[config.mk]
export PLATFORM = sky130hd
export DESIGN_NAME = fetch_unit
export DESIGN_NICKNAME = d
export VERILOG_FILES = /design/src/rtl/fetch_unit.sv
export SDC_FILE = /design/constraint.sdc
export NUM_CORES = 1
export LEC_CHECK = 0
export ABC_AREA = 1
export BUFFER_PORTS_ARGS = -buffer_cell sky130_fd_sc_hd__buf_2
export CELL_PAD_IN_SITES_DETAIL_PLACEMENT = 1
export CELL_PAD_IN_SITES_GLOBAL_PLACEMENT = 1
export CORE_ASPECT_RATIO = 0.5
export CORE_UTILIZATION = 30
export DETAILED_ROUTE_END_ITERATION = 12
export HOLD_SLACK_MARGIN = 0.02
export PLACE_DENSITY = 0.79
export SYNTH_ARGS = -nofsm -noshare
export SYNTH_HDL_FRONTEND = slang
export SYNTH_SLANG_ARGS = --single-unit
[constraint.sdc]
create_clock -name clk -period 2 [get_ports clk]
set_input_delay 0.4 -clock clk [delete_from_list [all_inputs] [get_ports clk]]
set_output_delay 0.4 -clock clk [all_outputs]
set_load 0.005 [all_outputs]
[src/rtl/fetch_unit.sv]
// fetch_unit: instruction fetch sequencer with a three-state IDLE/FETCH/EXEC FSM.
//
// Ports:
//   clk, rst_n            - clock, asynchronous active-low reset
//   run                   - fetch enable; low parks the unit in IDLE
//   imem_req/imem_addr    - instruction-memory read request; address is pc
//   imem_ack/imem_rdata   - read data valid strobe and instruction word
//   instr_valid/instr/op  - instruction register and its opcode, valid in EXEC
//   pc/link_pc            - address of the instruction in IR, and pc+1
//   exec_stall            - datapath holds the current instruction in EXEC
//   sel_PC/jump_target    - absolute jump (highest priority)
//   sum_imm               - taken branch, pc + sext(IR[7:0])
//   stall_cnt             - saturating stall/wait counter (FETCH_STALL_CNT_EN only)
//
// Optional feature: define FETCH_STALL_CNT_EN to add the stall_cnt port and counter.

module fetch_unit #(
    parameter logic [15:0] RESET_PC = 16'h0000
) (
    input  logic        clk,
    input  logic        rst_n,
    input  logic        run,
    output logic        imem_req,
    output logic [15:0] imem_addr,
    input  logic        imem_ack,
    input  logic [15:0] imem_rdata,
    output logic        instr_valid,
    output logic [15:0] instr,
    output logic [4:0]  op,
    output logic [15:0] pc,
    output logic [15:0] link_pc,
    input  logic        exec_stall,
    input  logic        sel_PC,
    input  logic        sum_imm,
`ifdef FETCH_STALL_CNT_EN
    output logic [15:0] stall_cnt,
`endif
    input  logic [15:0] jump_target
);

    typedef enum logic [1:0] {
        StIdle,
        StFetch,
        StExec
    } state_e;

    state_e      state_q, state_d;
    logic [15:0] pc_q, pc_d;
    logic [15:0] ir_q, ir_d;
    logic [15:0] br_off;

    // Branch offset is a signed 8-bit field; 16-bit add wraps naturally.
    assign br_off = {{8{ir_q[7]}}, ir_q[7:0]};

    always_comb begin
        state_d = state_q;
        pc_d    = pc_q;
        ir_d    = ir_q;
        unique case (state_q)
            StIdle: begin
                if (run) state_d = StFetch;
            end
            StFetch: begin
                // run is not consulted here: an issued request always completes.
                if (imem_ack) begin
                    ir_d    = imem_rdata;
                    state_d = StExec;
                end
            end
            StExec: begin
                // pc only moves on the EXEC-exit edge; a stall freezes everything.
                if (!exec_stall) begin
                    state_d = run ? StFetch : StIdle;
                    if (sel_PC) begin
                        pc_d = jump_target;
                    end else if (sum_imm) begin
                        pc_d = pc_q + br_off;
                    end else begin
                        pc_d = pc_q + 16'd1;
                    end
                end
            end
            default: state_d = StIdle;
        endcase
    end

    always_ff @(posedge clk or negedge rst_n) begin
        if (!rst_n) begin
            state_q <= StIdle;
            pc_q    <= RESET_PC;
            ir_q    <= 16'h0000;
        end else begin
            state_q <= state_d;
            pc_q    <= pc_d;
            ir_q    <= ir_d;
        end
    end

    assign imem_req    = (state_q == StFetch);
    assign imem_addr   = pc_q;
    assign instr_valid = (state_q == StExec);
    assign instr       = ir_q;
    assign op          = ir_q[15:11];
    assign pc          = pc_q;
    assign link_pc     = pc_q + 16'd1;

`ifdef FETCH_STALL_CNT_EN
    logic [15:0] stall_cnt_q, stall_cnt_d;
    logic        stall_event;

    assign stall_event = ((state_q == StFetch) && !imem_ack) ||
                         ((state_q == StExec) && exec_stall);

    always_comb begin
        stall_cnt_d = stall_cnt_q;
        if (stall_event && (stall_cnt_q != 16'hFFFF)) begin
            stall_cnt_d = stall_cnt_q + 16'd1;
        end
    end

    always_ff @(posedge clk or negedge rst_n) begin
        if (!rst_n) begin
            stall_cnt_q <= 16'h0000;
        end else begin
            stall_cnt_q <= stall_cnt_d;
        end
    end

    assign stall_cnt = stall_cnt_q;
`endif

endmodule

==> results of run 1 <==
cells in the final DEF, fill, tap and decap left out, drive strengths merged, types with 5 or more instances in the layout:
cell      n
a21boi    6
a21oi    28
buf     167
clkbuf    6
dfrtp    34
ha       16
inv      59
mux2     16
nand2   116
nand3    42
nand4     7
nor2     21
nor3      9
o211ai    5
o21ai    13
xor2     10
per-layer routing:
| metal | GRT usage (%) | share of wire [%] |
|---|---|---|
| met5 | 0 | 0 |
| met1 | 27.6 | 40 |
| met2 | 40.5 | 49 |
| met3 | 4.03 | 6.2 |
| met4 | 8.00 | 4.7 |
power by group:
group          switching (uW)  internal [uW]  total [uW]
clock                     366            495         861
combinational            3830           2700        6530
sequential                418           1030        1450
total                    4620           4230        8850
path summary, 6_finish.rpt:
path,slack (ns),end,cells after the start
min,0.14,imem_addr[14]$_DFFE_PN0P_,2
max,-0.20,link_pc[13],6
max in group asynchronous,1.46,imem_addr[1]$_DFFE_PN0P_,2
min in group clk,0.29,state_q[0]$_DFFE_PN0P_,2
min reg2reg,0.50,state_q[0]$_DFFE_PN0P_,1
max reg2reg,-0.19,imem_addr[15]$_DFFE_PN0P_,12
state kept, by name, summed over array words and instances, names as in the netlist:
signal     flops
imem_addr     16
instr         16
state_q        2
per-stage QoR:
stage | setup TNS (ns) | instance area [sq um] | std cells | total power [uW]
after CTS | -0.344 | 4090 | 686 | 7520
after global placement | 0 | 3680 | 661 | 6100
after global routing | -2.88 | 4490 | 704 | 9440
final | -1.40 | 4490 | 704 | 8850
after floorplan | 0 | 2990 | 424 | 4600
after detailed placement | 0 | 3680 | 661 | 6270
cell families (layout without fill, tap and decap cells):
kind of cell               Yosys count  in the layout
AOI/OAI and AO/OA                   57             57
xor gates and xnor gates            12             12
adders and majority gates           17             17
buffers and inverters               89            234
DFF                                 34             34
muxes                               16             16
and+or+nand+nor                    199            199
what timing repair did:
action | in CTS | in global routing
setup buffers | 17 | 20
gates cloned | 0 | 0
setup endpoints to repair | 16 | 26
endpoints found under the hold margin | 0 | 0
pin swaps | 10 | 25
resized for setup | 34 | 66
area by class of cell:
cell class	count	area, sq um	area share [%]
clock buffer	6	139	3.10
clock inverter	2	12.5	0.279
inverter	59	226	5.05
multi-input combinational	301	2060	45.9
sequential	34	858	19.1
tap	135	169	3.77
timing repair buffer	167	1020	22.8
==> flow_metrics.tcl, run 1 <==
set metrics [dict create \
    synth_adder_area_share_pct 7.37 \
    synth_seq_area_share_pct 28.5 \
    track_usage_pct 22.6 \
    vias 3654 \
    totalWireLength_um 13900 \
    drt_pass1_iterations 4 \
    critPathBufInv 3 \
    fin_hold_ws_ns 0.143 \
    synthArstFlopShare_pct 100 \
    slew_violations 0 \
    min_path_type "primary input to asynchronous set/reset pin" \
    synthXorXnorAreaFrac_pct 3.52 \
    ios 110 \
    area_delta_synth_final_pct 50.2 \
    fill_cells 1179 \
    crit_family "simple AND/OR/NAND/NOR gates" \
    synth_warnings 0 \
    via_per_inst 5.19 \
    clock.fmax_mhz 454 \
    dieWidth_um 143 \
    ys_ff_latch 34 \
    required_ns 1.60 \
    power_density_nw_per_um2 1970 \
    drc 0 \
    cp-end-kind "primary output" \
    cp_cell_sequence "inv_2 > nor3_4 > buf_6 > nand4_1 > nand2_2 > buf_2" \
    first_global_vias 3485 \
    gp_congestion 0.871 \
    synth_area_leader_cell "dfrtp_1" \
    arrival_ns 1.80 \
    synth_mux_area_share_pct 6.03 \
    cts_tree "done" \
    critPathLaunch "imem_addr[4]$_DFFE_PN0P_" \
    synth_edf_count 0 \
    antenna_found_initial 0 \
    synth_top_family_by_area "simple AND/OR/NAND/NOR gates" \
    cts_max_level 2 \
    start_kind "register" \
    status "finished, violations left" \
    worst_slew_pin_slew_ns 0.508 \
    ctsHoldBuffers 0 \
    clk_latency_ns 0.30 \
    portBuffers 109 \
    drive_above_1_share_pct 47.5 \
    ys_top_cells_by_area "dfrtp_1 28%, nand2_1 15%, inv_1 7.2%, nand3_1 6.9%, ha_1 6.7%" \
    wl_per_cell_um 19.7 \
    core_sq_um 9540 \
    fp.dieH_um 72.6 \
    start_util_pct 31.3 \
    cts_buffers 5 \
    finalWorstSetupSlack_ns -0.202 \
    place_hpwl_um 8300 \
    cp_slowest_cell "dfrtp_2" \
    cts_root_buf "clkbuf_16" \
    synth_top_area_share_pct 28.5 \
    rows 25 \
    synth_compound_area_share_pct 11.0 \
    clkTransAtPathRegs_ns 0.07 \
    setup_violations 13 \
    finalNetCount 624 \
    finalHoldViolCount 0 \
    place_ws_ns 0.000802 \
    die_area_sq_um 10400 \
    finClkSkew_ns 0.00891 \
    ir_drop_mv 0.592 \
    p_leak_uw 0.00237 \
    rsz0062_at_grt "true" \
    grt_pass1_wl_um 17700 \
    grt_max_degree 35 \
    critPathMaxFanout 5 \
    antenna_cells 0 \
    finalCriticalPeriod_ns 2.20 \
    clock_sinks 34 \
    violations "negative setup slack" \
    cts_buffer_depth 2 \
    yosysMostFrequentCell "nand2_1" \
    syn_avg_cell_area_sq_um 7.04 \
    max_stage_delay_ns 0.45 \
    postRouteAntennaNets 0 \
    grt-ovfl-total 0 \
    max_cap_violations 0 \
    postLayoutCoreUtil_pct 47.0 \
    ys_types 32 \
    synthCells 424 \
    synth_ff_type "dfrtp_1" \
    fin_crit_sh_pct 110 \
    synth_nets 480 \
    critical_path_class "register to primary output" \
    slew_headroom_pct 66.1 \
    syn_area_sq_um 2990 \
    synth_simple_gate_area_share_pct 29.6 \
    synthTopCellsByCount "116 x nand2_1, 57 x inv_1, 41 x nand3_1" \
    drt_iter0_drc 210 \
    reg2reg_from "instr[7]$_DFFE_PN0P_" \
]
No activity file was read; power rests on OpenSTA's default activity.
==> run 2, diff against run 1 <==
Settings changed: TNS_END_PERCENT set to 10.
==> run 2 against run 1 <==
Effect of this change:
- the flow still finishes with violations (negative setup slack)
- utilization down 4.6 points
- sequential power about the same
- global-route usage down 1.3 points
- first-iteration DRC count is 9.5% lower
- total power down 14%
- clock-buffer cell count unchanged
- critical path type unchanged
- highest routed layer unchanged
==> flow_metrics.tcl, run 2 (synthesis gave the netlist of run 1 again) <==
set metrics [dict create \
    gp_congestion 0.871 \
    core_sq_um 9540 \
    via_per_inst 4.89 \
    p_sw_share_pct 50.2 \
    fin_area_sq_um 4050 \
    cts_buffers 5 \
    vias 3313 \
    max_cap_violations 0 \
    rows 25 \
    place_hpwl_um 8300 \
    finalNetCount 597 \
    arrival_ns 1.69 \
    dpl-instance-area_sq_um 3680 \
    clkTransAtPathRegs_ns 0.06 \
    first_global_vias 3266 \
    finClkSkew_ns 0.00394 \
    worst_slew_pin_slew_ns 0.489 \
    start_kind "register" \
    max_stage_delay_ns 0.37 \
    drc 0 \
    clkPwrFrac_pct 10.9 \
    finalWorstSetupSlack_ns -0.0863 \
    critPathBufInv 2 \
    clk_latency_ns 0.29 \
    clock_sinks 34 \
    final_cell_mix "109 x buf_2, 107 x nand2_1, 55 x inv_1" \
    clock.fmax_mhz 479 \
    wl_per_cell_um 16.0 \
    fp.dieH_um 72.6 \
    power_density_nw_per_um2 1870 \
    antenna_cells 0 \
    slew_violations 0 \
    cp-end-kind "primary output" \
    cts_buffer_depth 2 \
    finalHoldViolCount 0 \
    critical_path_class "register to primary output" \
    start_util_pct 31.3 \
    antenna_found_initial 0 \
    postRouteAntennaNets 0 \
    seq_power_share_pct 19.0 \
    slew_headroom_pct 67.4 \
    cp_cell_sequence "buf_4 > nand2_2 > nor3_4 > nand2_1 > o21ai_2 > nand2_1 > buf_2" \
    track_usage_pct 21.3 \
    area_delta_synth_final_pct 35.4 \
    grt-ovfl-total 0 \
    finalCriticalPeriod_ns 2.09 \
    cts_max_level 2 \
    crit_top_cell "nand2_1" \
    cp_slowest_cell "dfrtp_1" \
    critPathMaxFanout 6 \
    p_leak_uw 0.00219 \
    crit_family "simple AND/OR/NAND/NOR gates" \
    rsz0062_at_grt "true" \
    place_ws_ns 0.000802 \
    setup_violations 6 \
    die_area_sq_um 10400 \
    totalWireLength_um 10800 \
    drt_iter0_drc 190 \
    status "finished, violations left" \
    portBuffers 109 \
    p_sw_uw 3800 \
    drt_pass1_iterations 4 \
    intPower_uw 3770 \
    ios 110 \
    grt_pass1_wl_um 16800 \
    dieWidth_um 143 \
    cts_tree "done" \
    ir_drop_mv 0.567 \
    fin_crit_sh_pct 104 \
    required_ns 1.60 \
    cts_root_buf "clkbuf_16" \
    p_total_uw 7570 \
    violations "negative setup slack" \
    final_common_cell "buf_2" \
    min_path_type "primary input to asynchronous set/reset pin" \
    drive_above_1_share_pct 38.7 \
    p_comb_share_pct 70.1 \
    grt_max_degree 35 \
]
-- run 2: final timing paths --
kind	start	end	slack (ns)	cells past startpoint
hold / removal	rst_n	imem_addr[14]$_DFFE_PN0P_	0.15	2
min in group clk	imem_ack	state_q[0]$_DFFE_PN0P_	0.30	2
max in group asynchronous	rst_n	imem_addr[1]$_DFFE_PN0P_	1.47	2
setup / recovery	imem_addr[6]$_DFFE_PN0P_	link_pc[11]	-0.09	7
hold reg to reg	state_q[1]$_DFFE_PN0P_	state_q[0]$_DFFE_PN0P_	0.49	1
setup reg to reg	imem_addr[0]$_DFFE_PN0P_	imem_addr[12]$_DFFE_PN0P_	0.05	14
-- run 2: metrics by stage --
stage	cells	utilization (%)	setup TNS, ns	hold WS, ns
final	677	42.4	-0.305	0.152
after global routing	677	42.4	-1.57	0.199
after CTS	673	41.2	-0.722	0.184
after detailed placement	661	38.5	0	0.478
after global placement	661	38.5	0	0.482
after floorplan	424	-	0	0.104
-- run 2: power groups by stage --
stage	clock network [uW]	logic [uW]	registers [uW]
2_1_floorplan	0	3180	1420
3_5_place_dp	0	4840	1430
4_1_cts	843	5020	1440
6_report	822	5310	1440
5_1_grt	873	5930	1490
3_3_place_gp	0	4700	1400
-- run 2: what timing repair did --
item,4_1_cts,5_1_grt
endpoints found under the setup margin,16,23
pin swaps,5,4
hold buffers,0,0
setup buffers,4,4
gates resized for setup,18,27
-- run 2: cell type report --
class	instances	area, sq um
fill	1212	5500
timing repair buffer	140	786
clock buffer	6	139
inverter	59	224
multi-input combinational	301	1860
sequential	34	858
clock inverter	2	12.5
tap	135	169
-- run 2: routing by layer --
layer	part of all wire (%)	vias up	GRT usage [%]
li1	-	1593	-
met1	44	1623	26.8
met2	50	89	38.6
met3	5.3	8	3.70
met4	0.81	0	4.42
met5	0	-	0
-- run 2: worst reg2reg max path, stage by stage (launching register included) --
cell,delay (ns)
dfrtp_2,0.44
ha_2,0.21
fa_2,0.35
nand2_1,0.10
nand2_1,0.06
nand2_1,0.05
nand2_1,0.07
nand2_1,0.07
nand2_1,0.10
nand2_2,0.10
nand2_1,0.05
nand2_1,0.05
nand3_1,0.06
nand2_1,0.07
a21boi_1,0.05
